===== config.mk =====
export PLATFORM = sky130hd
export DESIGN_NAME = ps2_host_tx
export DESIGN_NICKNAME = d
export VERILOG_FILES = /design/src/rtl/ps2_host_tx.sv
export SDC_FILE = /design/constraint.sdc
export NUM_CORES = 1
export LEC_CHECK = 0
export CORE_ASPECT_RATIO = 1.5
export CORE_MARGIN = 2
export CORE_UTILIZATION = 53
export DETAILED_ROUTE_END_ITERATION = 10
export GPL_TIMING_DRIVEN = 0
export MAX_ROUTING_LAYER = met4
export PLACE_DENSITY = 0.81
export SLEW_MARGIN = 20
export SYNTH_ARGS = -nofsm -noshare
export SYNTH_HDL_FRONTEND = slang
export SYNTH_SLANG_ARGS = --single-unit

===== constraint.sdc =====
create_clock -name clk -period 2.1 [get_ports clk]
set_input_delay 0.42 -clock clk [delete_from_list [all_inputs] [get_ports clk]]
set_output_delay 0.42 -clock clk [all_outputs]
set_load 0.1 [all_outputs]

===== src/rtl/ps2_host_tx.sv =====
// PS/2 host-to-device transmitter: inhibit, request-to-send, ten device-clocked
// frame bits, then ACK/NACK sampling, with an inter-edge timeout throughout.
module ps2_host_tx #(
  parameter int INHIBIT_CYCLES = 480,
  parameter int TIMEOUT_CYCLES = 60000
) (
  input  logic       clk,
  input  logic       reset_n,
  input  logic [7:0] tx_data,
  input  logic       tx_start,
  output logic       tx_busy,
  output logic       tx_done,
  output logic       tx_error,
  input  logic       ps2_clk_i,
  input  logic       ps2_data_i,
  output logic       ps2_clk_oe,
  output logic       ps2_data_oe
);

  localparam int IW = $clog2(INHIBIT_CYCLES);
  localparam int TW = $clog2(TIMEOUT_CYCLES);
  localparam logic [IW-1:0] INH_LAST = IW'(INHIBIT_CYCLES - 1);
  localparam logic [TW-1:0] TMO_LAST = TW'(TIMEOUT_CYCLES - 1);

  typedef enum logic [2:0] {
    IDLE, INHIBIT, RTS, SHIFT, WAIT_ACK, WAIT_IDLE, DONE
  } state_e;

  state_e        state_q;
  logic [9:0]    frame_q;
  logic [IW-1:0] inh_cnt_q;
  logic [2:0]    rts_cnt_q;
  logic [TW-1:0] tmo_cnt_q;
  logic [3:0]    bit_idx_q;
  logic          err_q;
  logic          clk_oe_q, data_oe_q, busy_q, done_q, error_q;
  logic [2:0]    clk_sync_q;
  logic [1:0]    data_sync_q;

  logic clk_s, data_s, fe;

  // Stage 2 is the synchronized level; stage 3 is its previous value for edge detection.
  assign clk_s  = clk_sync_q[1];
  assign data_s = data_sync_q[1];
  assign fe     = clk_sync_q[2] & ~clk_sync_q[1];

  // NOTE: every flop resets asynchronously and updates with <= so all state moves together on the edge.
  always_ff @(posedge clk or negedge reset_n) begin
    if (!reset_n) begin
      clk_sync_q  <= 3'b111;
      data_sync_q <= 2'b11;
    end else begin
      clk_sync_q  <= {clk_sync_q[1:0], ps2_clk_i};
      data_sync_q <= {data_sync_q[0], ps2_data_i};
    end
  end

  always_ff @(posedge clk or negedge reset_n) begin
    if (!reset_n) begin
      state_q   <= IDLE;
      frame_q   <= '0;
      inh_cnt_q <= '0;
      rts_cnt_q <= '0;
      tmo_cnt_q <= '0;
      bit_idx_q <= '0;
      err_q     <= 1'b0;
      clk_oe_q  <= 1'b0;
      data_oe_q <= 1'b0;
      busy_q    <= 1'b0;
      done_q    <= 1'b0;
      error_q   <= 1'b0;
    end else begin
      done_q <= 1'b0;
      case (state_q)
        IDLE: begin
          if (tx_start) begin
            frame_q   <= {1'b1, ~^tx_data, tx_data};
            inh_cnt_q <= '0;
            rts_cnt_q <= '0;
            tmo_cnt_q <= '0;
            bit_idx_q <= '0;
            err_q     <= 1'b0;
            clk_oe_q  <= 1'b1;
            data_oe_q <= 1'b0;
            busy_q    <= 1'b1;
            state_q   <= INHIBIT;
          end
        end
        INHIBIT: begin
          if (inh_cnt_q == INH_LAST) begin
            data_oe_q <= 1'b1;
            state_q   <= RTS;
          end else begin
            inh_cnt_q <= inh_cnt_q + 1'b1;
          end
        end
        RTS: begin
          if (rts_cnt_q == 3'd7) begin
            clk_oe_q  <= 1'b0;
            bit_idx_q <= '0;
            tmo_cnt_q <= '0;
            state_q   <= SHIFT;
          end else begin
            rts_cnt_q <= rts_cnt_q + 1'b1;
          end
        end
        SHIFT, WAIT_ACK, WAIT_IDLE: begin
          // A stalled device wins over an edge arriving in the same cycle.
          if (tmo_cnt_q == TMO_LAST) begin
            clk_oe_q  <= 1'b0;
            data_oe_q <= 1'b0;
            done_q    <= 1'b1;
            error_q   <= 1'b1;
            state_q   <= DONE;
          end else begin
            tmo_cnt_q <= fe ? '0 : tmo_cnt_q + 1'b1;
            if (state_q == SHIFT && fe) begin
              bit_idx_q <= bit_idx_q + 1'b1;
              if (bit_idx_q == 4'd9) begin
                data_oe_q <= 1'b0;
                state_q   <= WAIT_ACK;
              end else begin
                data_oe_q <= ~frame_q[bit_idx_q];
              end
            end else if (state_q == WAIT_ACK && fe) begin
              err_q   <= data_s;
              state_q <= WAIT_IDLE;
            end else if (state_q == WAIT_IDLE && clk_s && data_s) begin
              done_q  <= 1'b1;
              error_q <= err_q;
              state_q <= DONE;
            end
          end
        end
        DONE: begin
          busy_q  <= 1'b0;
          error_q <= 1'b0;
          state_q <= IDLE;
        end
        default: state_q <= IDLE;
      endcase
    end
  end

  assign ps2_clk_oe  = clk_oe_q;
  assign ps2_data_oe = data_oe_q;
  assign tx_busy     = busy_q;
  assign tx_done     = done_q;
  assign tx_error    = error_q;

endmodule


# After elaboration in Yosys (flattened, before gate mapping)
# Cells that the tools add are included.
# Widths: inputs -> output; s select.
dict set report op_classes {
  n_addsub 4
  magnitude_cmp 1
  n_eq_ne 26
  muxes 52
  bitwise_logic 3
  n_reduce_logical 25
}
# operator n
set ops {}
lappend ops {{$mux 16} 4}
lappend ops {{$pmux 16 s3} 1}
lappend ops {{$mux 3} 10}
lappend ops {{$mux 1} 21}
lappend ops {{$ne 2x2->1 const B} 10}
lappend ops {{$mux 9} 2}
lappend ops {{$pmux 9 s2} 1}
lappend ops {{$add 16x1->16 const B} 1}
lappend ops {{$eq 16x16->1 const B} 1}
lappend ops {{$mux 4} 4}
lappend ops {{$reduce_and 4->1} 4}
lappend ops {{$reduce_and 5->1} 3}
lappend ops {{$eq 3x3->1 const B} 4}
lappend ops {{$ne 3x3->1 const B} 4}
lappend ops {{$pmux 3 s4} 1}
lappend ops {{$pmux 4 s3} 1}
lappend ops {{$reduce_bool 2->1} 5}
lappend ops {{$add 9x1->9 const B} 1}
lappend ops {{$eq 9x9->1 const B} 1}
lappend ops {{$reduce_xnor 8->1} 1}
lappend ops {{$eq 3x2->1 const B} 2}
lappend ops {{$pmux 1 s2} 3}
lappend ops {{$pmux 1 s3} 2}
lappend ops {{$pmux 3 s2} 1}
lappend ops {{other kinds (16)} 23}
dict set report totals {
  reg_bits 56
  out_inout_bits 5
}

# Depth between registers and ports, before layout
# Gate-level depths: netlist of the first run.
dict set report logic_depth {
  word_depth 8
  mapped_depth 8
  ltp_nobuf 7
}

# Worst setup path after synthesis of the first run
# No wires, ideal clock.
dict set report synth_timing {
  kind {flip-flop to flip-flop}
  from {register tmo_cnt_q[7]}
  to {register state_q[1]}
  arrival_ps 2203
  required_ps 1975
  setup_slack_ps -228
  stages_incl_launch_ff 6
  n_path_buf 0
  period_less_slack_ps 2328
  path_cell_list {dfrtp_1 -> or4b_1 -> or4_4 -> o211a_4 -> a31o_4 -> mux2_4}
}
dict set report synth_via {
  elab_chain_cells 3
  elab_cells_between_ends 6
  classes_between {eq/ne: 3; mux: 2; reduce/logical: 1}
}
# item line_no
set synth_lines {}
lappend synth_lines {{start, declared} 33} ;# logic [TW-1:0] tmo_cnt_q;
lappend synth_lines {{start signal, assigned} 116} ;# tmo_cnt_q <= fe ? '0 : tmo_cnt_q + 1'b1;
lappend synth_lines {{$eq 16x16->1 *} 109} ;# if (tmo_cnt_q == TMO_LAST) begin
lappend synth_lines {{$ne 5x5->1 (no source line), or another cell as far along} -}
lappend synth_lines {{$reduce_and 5->1 (no source line) / $pmux 3 s4 (equally long branches)} -}
lappend synth_lines {{end signal, assigned} 114} ;# state_q <= DONE;
lappend synth_lines {{end signal, assigned} 121} ;# state_q <= WAIT_ACK;
lappend synth_lines {{end signal, assigned} 127} ;# state_q <= WAIT_IDLE;
lappend synth_lines {{end, declared} 29} ;# state_e state_q;
# Every way passes the cells marked *; elsewhere a longest branch is shown, timed or not.
# A chain may end at the register's enable or synchronous reset.

# Worst setup path in the final report of the first run
dict set report layout_timing {
  from {register tmo_cnt_q[7]}
  to {register state_q[2]}
}
# Same word-level chain as after synthesis.

==> results of run 1 <==
Yosys cell counts (3+ instances only):
library cell  count  share of area (%)
dfrtp_1          51                 42
nand2_1          50                6.2
o21ai_0          29                4.8
nor2_1           25                3.1
nand3_1          17                2.8
clkbuf_1         15                1.9
xnor2_1          12                3.5
o31ai_1          10                2.5
inv_1             8               0.99
ha_1              7                2.9
nand2b_1          7                1.4
a21oi_1           6               0.99
nor3_1            6               0.99
a22o_1            5                1.4
a31oi_1           5                1.0
dfstp_2           5                4.3
o41ai_1           5                1.4
o21ai_1           4               0.66
and3_1            3               0.62
mux2i_1           3               0.99
nor2b_1           3               0.62
nor4_1            3               0.62
or3_1             3               0.62
layout by cell type (no fill, tap or decap), drive strengths merged, types with 5 or more instances in the layout:
cell type,instances
a21oi,6
dfrtp,51
nand2b,7
a22o,5
nand2,50
clkdlybuf4s50,11
nor2,25
o41ai,5
buf,25
dlygate4sd2,5
o31ai,10
dfstp,5
inv,8
xnor2,12
ha,7
nand3,17
clkbuf,16
nor3,6
a31oi,5
o21ai,33
timing repair:
item,CTS,global route
endpoints found under the hold margin,0,0
resized for setup,66,43
buffers inserted,14,5
pin swaps,9,9
cloned,1,1
endpoints found under the setup margin,42,37
hold buffers,0,0
worst max-delay path, cell delays in order, from the launching register on:
cell and delay, ns:
dfrtp_1 0.42, or4b_4 0.55, or4_4 0.45, o211a_4 0.27, a31o_4 0.25, mux2_4 0.29
per-layer routing:
| layer | global-route usage (%) | share of wire, % |
|---|---|---|
| met1 | 29.5 | 37 |
| met2 | 48.3 | 55 |
| met3 | 3.36 | 4.0 |
| met4 | 12.7 | 3.8 |
| met5 | - | 0 |
sequential cells by signal (all words and copies together), names as in the netlist:
signal / count
state_q: 3
ps2_data_oe: 1
frame_q: 10
clk_sync_q: 3
tx_done: 1
tx_error: 1
err_q: 1
bit_idx_q: 4
tmo_cnt_q: 16
ps2_clk_oe: 1
data_sync_q: 2
rts_cnt_q: 3
tx_busy: 1
inh_cnt_q: 9
power groups by stage:
| stage | clock [mW] | sequential, mW | combinational [mW] |
|---|---|---|---|
| floorplan | 0 | 1.74 | 1.31 |
| global placement | 0 | 1.53 | 1.95 |
| detailed placement | 0 | 1.55 | 2.01 |
| CTS | 0.607 | 1.55 | 2.33 |
| global route | 0.655 | 1.60 | 2.87 |
| finish | 0.613 | 1.56 | 2.69 |
layout make-up:
type / count / area [um^2]
Clock inverter: 2 / 16.3
Multi-Input combinational cell: 244 / 1810
Buffer: 13 / 91.3
Tap cell: 70 / 87.6
Timing Repair Buffer: 38 / 357
Fill cell: 389 / 1610
Clock buffer: 6 / 72.6
Inverter: 8 / 30.0
Sequential cell: 56 / 1410
cell families after synthesis:
| kind of cell | after synthesis | share of synthesized area [%] |
|---|---|---|
| buf+inv | 24 | 3.02 |
| fa+ha+maj | 7 | 2.90 |
| xor+xnor | 13 | 3.77 |
| simple gates | 133 | 21.3 |
| mux | 8 | 3.85 |
| flops | 56 | 46.6 |
| compound gates | 83 | 18.6 |
stage by stage:
| step | instance area, um^2 | worst slack (ns) | TNS, ns | utilization [%] | instances |
|---|---|---|---|---|---|
| after CTS | 3700 | -0.213 | -1.38 | 67.3 | 432 |
| final | 3880 | -0.234 | -3.62 | 70.6 | 437 |
| after global routing | 3880 | -0.302 | -5.16 | 70.6 | 437 |
| after floorplan | 3020 | -0.207 | -0.835 | - | 324 |
| after detailed placement | 3280 | -0.462 | -11.04 | 59.6 | 411 |
| after global placement | 3280 | -1.07 | -67.68 | 59.7 | 411 |
path summary, 6_finish.rpt:
path                                from       endpoint  slack [ns]  cells after the start
hold / removal                   reset_n   rts_cnt_q[1]        0.12                      1
min in group clk           clk_sync_q[0]  clk_sync_q[1]        0.35                      0
setup / recovery            tmo_cnt_q[7]     state_q[2]       -0.23                      5
max in group asynchronous        reset_n   tmo_cnt_q[0]        1.43                      1
setup reg to reg            tmo_cnt_q[7]     state_q[2]       -0.23                      5
hold reg to reg            clk_sync_q[0]  clk_sync_q[1]        0.35                      0
==> results.toml, run 1 <==
[synthesis]
syn_inst = 324
synth-seq-area-share_pct = 46.6
async_reset_ff_share_pct = 100
syn_area_per_cell_um2 = 9.32
ys_types = 54
yosys_warnings = 0
synth_ff_type = "dfrtp_1"
synth_edf_count = 0
syn_area_mm2 = 0.00302
syn-num-nets = 344
synth-seq-cells = 56

[clock_tree]
cts_tree = "built"
cts-root-buf = "clkbuf_8"
clock-sinks = 56
clk_pin_slew_ns = 0.11
clock_latency_ns = 0.32
ctsHtreeMaxLevel = 2
cts_inserted_buffers = 5
clk_path_buf_depth = 2

[route]
first_iter_violations = 244
drtAntennaViolNets = 0
via_count = 2767
wl_per_cell_um = 18.5
drt_pass1_iterations = 5
wl_mm = 8.08
viasPerCell = 6.33
drc_errors = 0

[sta]
drv_slew = 0
max_freq_mhz = 428
rsz0062_at_grt = "true"
tightest_slew_ns = 0.960
hold_viol = 0
fin_skew_ns = 0.0207
timing.hold.ws_ns = 0.122
setup_viol = 26
period_share_pct = 111
relSlewSlack_pct = 36.2
postLayoutSetupSlackWorst_ns = -0.234
finalCriticalPeriod_ns = 2.33

[cells_and_area]
n_antenna_cell = 0
area_growth_pct = 28.4
nNetsFinal = 386
drive_gt1_share_pct = 24.8

[power_and_ir_drop]
ir_drop_v = 0.000855
p_seq_share_pct = 32.2
fin_total_pwr_mw = 4.86
internal-power_mw = 2.69
p_sw_share_pct = 44.6
power_frac_clock_pct = 12.6
p_switching_mw = 2.17
combinationalPowerShare_pct = 55.2
power_density_mw_per_mm2 = 1250
power.leakage_nw = 1.63

[global_route]
grt_max_degree = 57
grt_usage_pct = 27.0
grt_pass1_vias = 2798
grt_pass1_wl_mm = 12.8
grt-ovfl-total = 0
antenna_found_initial = 0

[die]
die_h_um = 96.5
rows = 33
dieWidth_um = 65.6
ios = 18
design.core.area_mm2 = 0.00549
die_area_mm2 = 0.00633
start_util_pct = 55.0

[status]
status = "complete, but fails checks"
violations = "setup timing"

[worst_setup_path]
critical_path.endpoint_type = "register"
cp_data_arrival_time_ns = 2.55
startpoint_type = "register"
cp_max_fo = 3
criticalPathCategory = "reg2reg"
required_ns = 2.32

[place]
place_congestion = 0.874
dpl.hpwl_mm = 4.69
portBuffers = 17

[flow_run]
max_cap_violations = 0

[min_path]
min_path_type = "in2async"
No activity file was read; power rests on OpenSTA's default activity.
==> inputs of run 2 (changes only) <==
--- a/config.mk
+++ b/config.mk
@@ -9,3 +9,3 @@
 export CORE_MARGIN = 2
-export CORE_UTILIZATION = 53
+export CORE_UTILIZATION = 59
 export DETAILED_ROUTE_END_ITERATION = 10
@@ -13,3 +13,3 @@
 export MAX_ROUTING_LAYER = met4
-export PLACE_DENSITY = 0.81
+export PLACE_DENSITY = 0.85
 export SLEW_MARGIN = 20
==> constraint.sdc (replaced) <==
create_clock -name clk -period 2.3 [get_ports clk]
set_input_delay 0.46 -clock clk [delete_from_list [all_inputs] [get_ports clk]]
set_output_delay 0.46 -clock clk [all_outputs]
set_load 0.01 [all_outputs]
==> results.toml, run 2 (synthesis results as in run 1) <==
[worst_setup_path]
path_buf_inv = 0
cpMaxStageDelayCell = "or4b_4"
critical_path.endpoint_type = "register"
path_cells = "or4b_4 -> or4_4 -> o211a_4 -> a31o_4 -> mux2_4"
path_depth = 5
r2r_cells = 5
required_ns = 2.51
cp_max_fo = 4
max_stage_delay_ns = 0.54
startpoint_type = "register"
cp_top_family = "simple AND/OR/NAND/NOR gates"
criticalPathCategory = "reg2reg"
cp_data_arrival_time_ns = 2.54

[clock_tree]
clock_latency_ns = 0.32
cts_tree = "built"
clk_path_buf_depth = 2
clk_pin_slew_ns = 0.10
cts-root-buf = "clkbuf_8"
cts_hold_buf = 0
ctsHtreeMaxLevel = 2
cts_inserted_buffers = 5
clock-sinks = 56

[power_and_ir_drop]
p_sw_share_pct = 39.6
ir_drop_v = 0.000738
p_seq_share_pct = 36.4
power_frac_clock_pct = 14.0
internal-power_mw = 2.33
power.leakage_nw = 1.51
power_density_mw_per_mm2 = 1090
p_switching_mw = 1.53
combinationalPowerShare_pct = 49.7

[cells_and_area]
area_growth_pct = 17.7
n_antenna_cell = 0
fin_util_pct = 72.7
drive_gt1_share_pct = 15.4
largest_reg_flops = 16
fill_cells = 367
nNetsFinal = 382
fin_cells = 429
multi_input_area_mm2 = 0.00160
regMostFlops = "tmo_cnt_q"
final_cell_mix = "50 x nand2_1, 50 x dfrtp_1, 27 x o21ai_0, 24 x nor2_1"
top_regs = "tmo_cnt_q: 16 flops, frame_q: 10 flops, inh_cnt_q: 9 flops"
seq_area_mm2 = 0.00141

[die]
dieWidth_um = 62.4
design.core.area_mm2 = 0.00489
start_util_pct = 61.8
die_area_mm2 = 0.00572
die_h_um = 91.6
ios = 18
rows = 31

[place]
dp.cells = 407
dpl.hpwl_mm = 4.56
portBuffers = 17
place_congestion = 0.911

[sta]
hold_viol = 0
postLayoutSetupSlackWorst_ns = -0.0331
relSlewSlack_pct = 31.7
fin_skew_ns = 0.0141
max_freq_mhz = 429
period_share_pct = 101
finalCriticalPeriod_ns = 2.33
setup_viol = 2
rsz0062_at_grt = "true"
drv_slew = 0
tightest_slew_ns = 1.01

[global_route]
grt_pass1_vias = 2471
grt_max_degree = 57
grt_usage_pct = 25.0
grt_pass1_wl_mm = 11.2
grt-ovfl-total = 0
antenna_found_initial = 0

[status]
violations = "setup timing"
status = "complete, but fails checks"

[flow_run]
max_cap_violations = 0

[route]
via_count = 2625
drc_errors = 0
wl_per_cell_um = 15.9
first_iter_violations = 260
drtAntennaViolNets = 0
wl_mm = 6.83
viasPerCell = 6.12
drt_pass1_iterations = 4

[min_path]
min_path_type = "in2async"
run 2: worst paths after layout:
path	from	to	slack, ns
worst max-delay path	tmo_cnt_q[7]	state_q[2]	-0.03
worst min-delay path	reset_n	rts_cnt_q[1]	0.17
worst max register to register	tmo_cnt_q[7]	state_q[2]	-0.03
worst min register to register	data_sync_q[0]	data_sync_q[1]	0.36
max in group asynchronous	reset_n	tmo_cnt_q[12]	1.64
min in group clk	data_sync_q[0]	data_sync_q[1]	0.36
run 2: repair_timing:
item,in CTS,in global routing
pin swaps,1,4
resized for setup,10,21
buffers inserted,8,7
setup endpoints to repair,27,31
run 2: layer usage:
metal / vias to the layer above / share of wire [%] / GRT usage [%] / wire length, um
li1: 1246 / - / - / -
met1: 1277 / 39 / 29.1 / 2690
met2: 82 / 53 / 42.8 / 3660
met3: 20 / 4.2 / 4.05 / 284
met4: 0 / 3.0 / 10.6 / 208
met5: - / 0 / - / 0
run 2: through the flow:
stage / cell area (um^2) / hold slack, ns / setup slack, ns / setup TNS [ns] / total power [mW]
5_1_grt: 3550 / 0.241 / -0.0847 / -0.462 / 4.13
2_1_floorplan: 3020 / 0.164 / -0.00678 / -0.0136 / 2.57
3_3_place_gp: 3270 / 0.347 / -0.889 / -50.17 / 2.95
3_5_place_dp: 3270 / 0.349 / -0.266 / -4.40 / 3.02
6_report: 3550 / 0.168 / -0.0331 / -0.0616 / 3.86
4_1_cts: 3450 / 0.206 / -0.0197 / -0.0334 / 3.67
run 2: power by group through the flow:
| stage | Sequential, mW | Clock (mW) | Combinational [mW] |
|---|---|---|---|
| floorplan | 1.37 | 0 | 1.20 |
| global placement | 1.39 | 0 | 1.55 |
| detailed placement | 1.41 | 0 | 1.61 |
| CTS | 1.40 | 0.545 | 1.73 |
| global route | 1.43 | 0.585 | 2.11 |
| finish | 1.40 | 0.539 | 1.92 |
run 2: cell type report:
type                       instances  share of cell area, %
multi-input combinational        244                   45.0
sequential                        56                   39.6
timing repair buffer              32                   7.88
tap                               66                   2.32
clock buffer                       7                   2.15
buffer                            15                   1.90
inverter                           8                  0.845
clock inverter                     1                  0.246
run 2: worst register-to-register path: stages, from the launching register on:
cell and delay (ns):
dfrtp_1 0.41, or4b_4 0.54, or4_4 0.48, o211a_4 0.26, a31o_4 0.25, mux2_4 0.30
==> inputs of run 3 (changes only) <==
CTS_BUF_LIST = sky130_fd_sc_hd__clkbuf_16   (was default)
==> results.toml, run 3 (synthesis results as in run 1) <==
[route]
drtAntennaViolNets = 0
drc_errors = 0
via_count = 2604
first_iter_violations = 287
viasPerCell = 6.07
drt_pass1_iterations = 4
wl_per_cell_um = 16.0
wl_mm = 6.88

[sta]
hold_viol = 0
tightest_slew_ns = 0.909
fin_skew_ns = 0.00686
setup_viol = 2
period_share_pct = 102
rsz0062_at_grt = "true"
timing.hold.ws_ns = 0.206
setup_tns_ns = -0.0911
postLayoutSetupSlackWorst_ns = -0.0479
relSlewSlack_pct = 38.9
max_freq_mhz = 426
finalCriticalPeriod_ns = 2.35
drv_slew = 0

[clock_tree]
clock-sinks = 56
cts_hold_buf = 0
cts_inserted_buffers = 5
clk_path_buf_depth = 2
cts-root-buf = "clkbuf_16"
clk_pin_slew_ns = 0.07
clock_latency_ns = 0.29
cts_tree = "built"
ctsHtreeMaxLevel = 2

[power_and_ir_drop]
fin_total_pwr_mw = 4.05
power_density_mw_per_mm2 = 1130
p_switching_mw = 1.55
combinationalPowerShare_pct = 47.1
power.leakage_nw = 1.53
p_sw_share_pct = 38.2
power_frac_clock_pct = 18.2
internal-power_mw = 2.51
p_seq_share_pct = 34.6
ir_drop_v = 0.000668

[global_route]
antenna_found_initial = 0
grt_max_degree = 57
grt-ovfl-total = 0
grt_pass1_vias = 2485
grt_usage_pct = 25.4
grt_pass1_wl_mm = 11.4

[cells_and_area]
final_cell_mix = "50 x nand2_1, 50 x dfrtp_1, 27 x o21ai_0, 24 x nor2_1"
regMostFlops = "tmo_cnt_q"
nNetsFinal = 382
finalInstanceArea_mm2 = 0.00359
fin_util_pct = 73.6
fin_cells = 429
area_growth_pct = 19.0
top_regs = "tmo_cnt_q: 16 flops, frame_q: 10 flops, inh_cnt_q: 9 flops"
n_antenna_cell = 0
largest_reg_flops = 16
drive_gt1_share_pct = 15.2

[worst_setup_path]
critical_path.endpoint_type = "register"
required_ns = 2.48
cp_max_fo = 5
criticalPathCategory = "reg2reg"
cp_data_arrival_time_ns = 2.53
startpoint_type = "register"

[die]
die_area_mm2 = 0.00572
dieWidth_um = 62.4
design.core.area_mm2 = 0.00489
ios = 18
rows = 31
start_util_pct = 61.8
die_h_um = 91.6

[place]
dpl.hpwl_mm = 4.56
dp.cells = 407
place_congestion = 0.911
placed_cell_area_mm2 = 0.00327
pre_cts_slack_ns = -0.266
portBuffers = 17

[min_path]
min_path_type = "in2async"

[status]
status = "complete, but fails checks"
violations = "setup timing"

[flow_run]
max_cap_violations = 0
==> run 3: cell types whose count changed in the layout (fill, tap and decap cells not counted), moves of 2 or more <==
cell,delta
clkbuf_1,-2
inv_1,+2
clkbuf_16,+5
clkbuf_8,-5
==> run 3: area by class of cell <==
cell class / instances / area, um^2
timing repair buffer: 32 / 280
buffer: 15 / 67.6
tap: 66 / 82.6
multi-input combinational: 244 / 1580
inverter: 8 / 30.0
fill: 347 / 1290
clock buffer: 5 / 125
clock inverter: 3 / 16.3
sequential: 56 / 1410
==> run 3: critical path: stages (launching register included) <==
cell,delay (ns)
dfrtp_1,0.40
ha_1,0.26
nand4_1,0.15
o41ai_2,0.61
o311ai_1,0.24
a31o_4,0.27
mux2_4,0.30
==> run 3: worst paths after layout <==
check | start | slack [ns] | endpoint | depth (start not counted)
max in group asynchronous | reset_n | 1.62 | tmo_cnt_q[12] | 1
worst min register to register | data_sync_q[0] | 0.36 | data_sync_q[1] | 0
worst max-delay path | inh_cnt_q[0] | -0.05 | state_q[2] | 6
worst min-delay path | reset_n | 0.21 | rts_cnt_q[1] | 1
worst max register to register | inh_cnt_q[0] | -0.05 | state_q[2] | 6
min in group clk | data_sync_q[0] | 0.36 | data_sync_q[1] | 0
==> run 3: per-layer routing <==
metal | vias to the layer above | track usage, % | share of wire, %
met3 | 23 | 4.42 | 3.5
li1 | 1245 | - | -
met1 | 1252 | 29.6 | 41
met4 | 0 | 10.7 | 3.3
met2 | 84 | 43.2 | 52
met5 | - | - | 0
==> run 3: power groups by stage <==
stage | clock network (mW) | logic, mW | registers, mW
floorplan | 0 | 1.20 | 1.37
global placement | 0 | 1.55 | 1.39
detailed placement | 0 | 1.61 | 1.41
CTS | 0.749 | 1.73 | 1.40
global route | 0.805 | 2.10 | 1.43
finish | 0.738 | 1.91 | 1.40
==> run 3: what timing repair did <==
action / CTS / global route
setup buffers: 8 / 7
setup endpoints to repair: 25 / 37
pin swaps: 1 / 2
resized for setup: 10 / 18
